File: src/rtl/be8_pkg.sv
// Shared constants and types for the be8 bus controller: default port addresses,
// the access FSM state encoding and the status-register bit layout.
package be8_pkg;

    localparam logic [7:0] BE8_IO_ADDR_DEF   = 8'hFE;
    localparam logic [7:0] BE8_STAT_ADDR_DEF = 8'hFD;

    typedef enum logic {
        ST_WAIT = 1'b0,
        ST_DONE = 1'b1
    } be8_state_e;

    // Status byte: {overflow, 2'b00, fill count}
    localparam int STAT_OVF_BIT = 7;
    localparam int STAT_CNT_LSB = 0;
    localparam int STAT_CNT_W   = 5;

endpackage

File: src/rtl/be8_io_fifo.sv
// Output-port FIFO for the be8 bus controller. A pop while empty is ignored and a
// push while full is accepted only when a pop frees a slot in the same cycle.
module be8_io_fifo #(
    parameter int DEPTH = 4,
    parameter int W     = 8
) (
    input  logic                       i_clk,
    input  logic                       i_rst_n,
    input  logic                       i_push,
    input  logic                       i_pop,
    input  logic [W-1:0]               i_data,
    output logic [W-1:0]               o_data,
    output logic [$clog2(DEPTH):0]     o_count,
    output logic                       o_full,
    output logic                       o_empty
);
    localparam int AW = $clog2(DEPTH);
    localparam int CW = AW + 1;

    logic [W-1:0]  r_mem [DEPTH];
    logic [AW-1:0] r_rd_ptr;
    logic [AW-1:0] r_wr_ptr;
    logic [CW-1:0] r_count;
    logic          w_do_push;
    logic          w_do_pop;

    assign o_empty   = (r_count == '0);
    assign o_full    = (r_count == CW'(DEPTH));
    assign w_do_pop  = i_pop && !o_empty;
    assign w_do_push = i_push && (!o_full || w_do_pop);

    // Pointers are exactly AW bits wide, so DEPTH being a power of two gives the wrap for free.
    always_ff @(posedge i_clk) begin
        if (!i_rst_n) begin
            r_rd_ptr <= '0;
            r_wr_ptr <= '0;
            r_count  <= '0;
        end else begin
            if (w_do_push) r_wr_ptr <= r_wr_ptr + 1'b1;
            if (w_do_pop)  r_rd_ptr <= r_rd_ptr + 1'b1;
            r_count <= r_count + CW'(w_do_push) - CW'(w_do_pop);
        end
    end

    always_ff @(posedge i_clk) begin
        if (w_do_push) r_mem[r_wr_ptr] <= i_data;
    end

    assign o_data  = r_mem[r_rd_ptr];
    assign o_count = r_count;

endmodule

File: src/rtl/be8_bus_ctrl.sv
// be8 bus controller: wait-state access FSM, RAM pass-through, output-port FIFO and readback.
// Define BE8_BUS_STATUS_EN to map the read-only status register at STAT_ADDR.
module be8_bus_ctrl
    import be8_pkg::*;
#(
    parameter int         WAIT_STATES = 1,
    parameter int         FIFO_DEPTH  = 4,
    parameter logic [7:0] IO_ADDR     = BE8_IO_ADDR_DEF,
    parameter logic [7:0] STAT_ADDR   = BE8_STAT_ADDR_DEF
) (
    input  logic       clk,
    input  logic       rst,
    input  logic [7:0] cpu_addr,
    input  logic       cpu_rw,
    input  logic [7:0] cpu_wdata,
    output logic [7:0] cpu_rdata,
    output logic       cpu_ready,
    output logic [7:0] mem_addr,
    output logic [7:0] mem_wdata,
    output logic       mem_we,
    input  logic [7:0] mem_rdata,
    output logic [7:0] io_data,
    output logic       io_valid,
    input  logic       io_ack,
    output logic       io_ovf,
    output be8_state_e o_dbg_state
);
    localparam int         CW        = $clog2(FIFO_DEPTH) + 1;
    localparam logic [3:0] WS        = 4'(WAIT_STATES);
    localparam be8_state_e RST_STATE = (WAIT_STATES == 0) ? ST_DONE : ST_WAIT;
`ifdef BE8_BUS_STATUS_EN
    localparam logic STAT_EN = 1'b1;
`else
    localparam logic STAT_EN = 1'b0;
`endif

    be8_state_e    r_state;
    be8_state_e    w_state_nxt;
    logic [3:0]    r_cnt;
    logic [3:0]    w_cnt_nxt;
    logic          r_ovf;
    logic [7:0]    r_io_last;
    logic          w_done;
    logic          w_wr;
    logic          w_is_io;
    logic          w_is_stat;
    logic          w_push;
    logic          w_full;
    logic          w_empty;
    logic [CW-1:0] w_count;
    logic [7:0]    w_status;

    always_ff @(posedge clk) begin
        if (!rst) begin
            r_state <= RST_STATE;
            r_cnt   <= WS;
        end else begin
            r_state <= w_state_nxt;
            r_cnt   <= w_cnt_nxt;
        end
    end

    // WAIT lasts WAIT_STATES cycles, DONE exactly one; with zero wait states DONE never exits.
    always_comb begin
        w_state_nxt = r_state;
        w_cnt_nxt   = r_cnt;
        if (r_state == ST_WAIT) begin
            if (r_cnt <= 4'd1) begin
                w_state_nxt = ST_DONE;
                w_cnt_nxt   = 4'd0;
            end else begin
                w_cnt_nxt = r_cnt - 4'd1;
            end
        end else if (WS != 4'd0) begin
            w_state_nxt = ST_WAIT;
            w_cnt_nxt   = WS;
        end
    end

    // Gating with rst keeps a write that is in flight when reset arrives from reaching RAM or the FIFO.
    assign w_done    = (r_state == ST_DONE) && rst;
    assign w_wr      = w_done && cpu_rw;
    assign w_is_io   = (cpu_addr == IO_ADDR);
    assign w_is_stat = STAT_EN && (cpu_addr == STAT_ADDR);
    assign w_push    = w_wr && w_is_io;

    assign cpu_ready   = w_done;
    assign mem_addr    = cpu_addr;
    assign mem_wdata   = cpu_wdata;
    assign mem_we      = w_wr && !w_is_io && !w_is_stat;
    assign o_dbg_state = r_state;

    be8_io_fifo #(
        .DEPTH (FIFO_DEPTH),
        .W     (8)
    ) u_fifo (
        .i_clk   (clk),
        .i_rst_n (rst),
        .i_push  (w_push),
        .i_pop   (io_ack),
        .i_data  (cpu_wdata),
        .o_data  (io_data),
        .o_count (w_count),
        .o_full  (w_full),
        .o_empty (w_empty)
    );

    assign io_valid = !w_empty;
    assign io_ovf   = r_ovf;

    always_ff @(posedge clk) begin
        if (!rst) begin
            r_ovf     <= 1'b0;
            r_io_last <= 8'h00;
        end else if (w_push) begin
            if (!w_full || io_ack) r_io_last <= cpu_wdata;
            else                   r_ovf     <= 1'b1;
        end
    end

    always_comb begin
        w_status = '0;
        w_status[STAT_OVF_BIT] = r_ovf;
        w_status[STAT_CNT_LSB +: STAT_CNT_W] = STAT_CNT_W'(w_count);
    end

    always_comb begin
        cpu_rdata = mem_rdata;
        if (w_is_io)        cpu_rdata = r_io_last;
        else if (w_is_stat) cpu_rdata = w_status;
    end

endmodule

File: config.mk
export PLATFORM = sky130hd
export DESIGN_NAME = be8_bus_ctrl
export DESIGN_NICKNAME = d
export VERILOG_FILES = /design/src/rtl/be8_pkg.sv /design/src/rtl/be8_io_fifo.sv /design/src/rtl/be8_bus_ctrl.sv
export SDC_FILE = /design/constraint.sdc
export NUM_CORES = 1
export LEC_CHECK = 0
export CELL_PAD_IN_SITES_DETAIL_PLACEMENT = 0
export CELL_PAD_IN_SITES_GLOBAL_PLACEMENT = 2
export CORE_MARGIN = 2
export CORE_UTILIZATION = 32
export DETAILED_ROUTE_END_ITERATION = 8
export PLACE_DENSITY_LB_ADDON = 0.1
export SYNTH_ARGS = -nofsm -noshare
export SYNTH_HDL_FRONTEND = slang
export SYNTH_HIERARCHICAL = 1
export SYNTH_SLANG_ARGS = --single-unit
export TNS_END_PERCENT = 50
File: constraint.sdc
create_clock -name clk -period 2.6 [get_ports clk]
set_clock_uncertainty 0.2 [all_clocks]
set_input_delay 0.39 -clock clk [delete_from_list [all_inputs] [get_ports clk]]
set_output_delay 0.39 -clock clk [all_outputs]
set_load 0.05 [all_outputs]
==> impl_metrics.json <==
{
  "grt_usage_pct": 12.4,
  "die_x_um": 92.0,
  "antennaDiodeCount": 0,
  "via_count": 1534,
  "synth.distinct_cells": 33,
  "grt_max_degree": 31,
  "die-height_um": 92.0,
  "critPathSlowestCell": "clkdlybuf4s50_1",
  "nets": 286,
  "clockRootBuffer": "clkbuf_8",
  "clk_latency_ps": 310,
  "firstDrtPassIters": 4,
  "clk_pin_slew_ps": 100,
  "crit_arrival_ps": 1930,
  "hpwl_mm": 3.74,
  "cp-end-kind": "output port",
  "grt_pass1_vias": 1660,
  "intPower_mw": 1.56,
  "power_density_mw_per_mm2": 715,
  "worstSetupPathType": "primary input to output port",
  "seq_power_share_pct": 44.1,
  "synthToLayoutAreaGrowth_pct": 37.1,
  "status": "finished clean",
  "io_buffers": 64,
  "place_congestion": 0.724,
  "p_sw_mw": 0.871,
  "ys_seq_area_share_pct": 57.4,
  "setup_viol": 0,
  "drv_slew": 0,
  "grt_first_pass_wirelength_mm": 8.17,
  "netlist_area_mm2": 0.00248,
  "post_drt_wl_per_cell_um": 14.4,
  "cpMostUsedCell": "buf_6",
  "antenna_found_initial": 0,
  "syn_nets": 217,
  "maxCapViolCount": 0,
  "final_common_cell": "buf_4",
  "ant_nets": 0,
  "max_stage_delay_ps": 420,
  "max_freq_mhz": 397,
  "core_mm2": 0.00761,
  "wl_mm": 5.07,
  "cts_made_buffers": 5,
  "p_comb_share_pct": 35.2,
  "cp.required_ps": 2010,
  "clockBufferDepth": 2,
  "leakage_nw": 1.30,
  "tightest_slew_ps": 544,
  "clock-sinks": 55,
  "drcViolationCount": 0,
  "p_clk_share_pct": 20.7,
  "hold_violations": 0,
  "relSlewSlack_pct": 63.7,
  "vdd_drop_max_mv": 0.370,
  "fin_crit_sh_pct": 96.8,
  "htreeDepth": 2,
  "cts_tree": "done",
  "syn_avg_cell_area_um2": 13.7,
  "syn_inst": 181,
  "ys_ff_latch": 55,
  "ys_warn_count": 6,
  "hp-class": "flop to flop",
  "mostFrequentLayoutCells": "40 x buf_4, 32 x edfxtp_1, 23 x clkdlybuf4s50_1",
  "reg2reg_from": "u_fifo/o_count[1]",
  "cp-startpoint": "cpu_addr[0]",
  "io_pins": 65,
  "initial_utilization_pct": 32.6,
  "design_area_mm2": 0.00340,
  "yosysTopAreaCellShare_pct": 38.8,
  "synth_area_leaders": "edfxtp_1 39%, dfxtp_1 19%, mux4_2 7.3%, buf_4 4.8%, mux2i_1 4.0%",
  "rows": 32,
  "gr-total-overflow": 0,
  "whs_ps": 271,
  "yosysTopAreaCell": "edfxtp_1",
  "drtIter0Drc": 41,
  "cp_max_fo": 7,
  "p_sw_share_pct": 35.9,
  "die_area_mm2": 0.00846,
  "finalSetupTns_ps": 0,
  "cp-start-kind": "primary input",
  "drive_above_1_share_pct": 33.9,
  "via_per_inst": 4.35,
  "holdCritStartpoint": "r_io_last[7]",
  "period_needed_ps": 2520,
  "cp_cell_sequence": "clkdlybuf4s50_1 -> nand4b_4 -> buf_4 -> nor2_4 -> buf_6 -> mux2_1 -> buf_6",
  "place_area_mm2": 0.00324,
  "power_mw": 2.43
}
==> metal layers <==
metal	global-route usage, %	vias up	part of all wire (%)
met5	0	-	0
met4	2.99	0	0.49
met3	2.96	2	4.4
met2	22.4	41	54
met1	14.9	733	41
li1	-	758	-
==> path summary, 6_finish.rpt <==
check	end	slack, ps	depth (start not counted)
worst max-delay path	cpu_rdata[6]	80	7
worst min-delay path	r_io_last[7]	270	2
worst max register to register	u_fifo/o_count[2]	310	8
worst min register to register	r_io_last[7]	270	2
==> layout make-up <==
cell class | count | area [µm²]
fillers | 722 | 4210
inverters | 7 | 26.3
clock inverters | 3 | 28.8
well taps | 102 | 128
multi-input cells | 98 | 917
repair buffers | 83 | 806
flip-flops and latches | 55 | 1420
clock buffers | 5 | 68.8
==> metrics by stage <==
stage | std cells | utilization [%] | worst slack (ps)
2_1_floorplan | 181 | - | 66.0
3_3_place_gp | 345 | 42.6 | -297
3_5_place_dp | 345 | 42.6 | -388
4_1_cts | 353 | 44.0 | 3.35
5_1_grt | 353 | 44.7 | -4.29
6_report | 353 | 44.7 | 83.3
==> flip-flops by register name, indices dropped and copies added, names as in the netlist, named ones only <==
name and count:
u_fifo/r_mem 32, r_io_last 8, r_cnt 4, u_fifo/o_count 3, u_fifo/r_rd_ptr 2, u_fifo/r_wr_ptr 2, io_ovf 1, o_dbg_state 1
==> cells by family after synthesis <==
logic type / after synthesis / synth area share, %
simple gates: 51 / 11.9
buf+inv: 28 / 6.72
flops: 55 / 57.4
xor+xnor: 6 / 2.12
fa+ha+maj: 8 / 4.34
mux: 26 / 14.9
compound gates: 7 / 2.58
==> power groups by stage <==
stage          clock network (mW)  registers [mW]  logic (mW)
3_3_place_gp                    0            1.09       0.846
3_5_place_dp                    0            1.09       0.856
4_1_cts                     0.530            1.08       0.856
5_1_grt                     0.556            1.09       0.914
6_report                    0.503            1.07       0.856
2_1_floorplan                   0            1.06       0.629
==> synth_stat cells <==
library cell / n
nand2_1: 20
a21boi_2: 1
mux2_1: 2
nor2_2: 1
fa_1: 1
inv_1: 7
o311ai_1: 1
nor2b_1: 2
buf_1: 2
a31o_1: 1
nand4b_4: 1
or2_1: 1
dfxtp_1: 23
and2_1: 13
nor4_4: 1
nand4_2: 1
edfxtp_1: 32
nor2_1: 5
mux2i_1: 10
nor3b_2: 1
nor3_1: 4
clkbuf_1: 2
o31ai_2: 1
mux4_2: 8
mux2_2: 6
a21bo_1: 1
buf_2: 1
o21ai_0: 1
xnor2_1: 6
o31ai_1: 1
nand3_1: 1
buf_4: 16
ha_1: 7
==> critical path: cells and delay by family <==
kind / cells / cell delay (ps)
buffers and inverters: 4 / 890
and+or+nand+nor: 2 / 290
muxes: 1 / 350
==> what timing repair did <==
| action | 4_1_cts | 5_1_grt |
|---|---|---|
| pin swaps | 0 | 3 |
| resized for setup | 6 | 13 |
| hold buffers | 0 | 0 |
| setup endpoints to repair | 7 | 9 |
| setup buffers | 0 | 0 |
No activity file was read; power rests on OpenSTA's default activity.
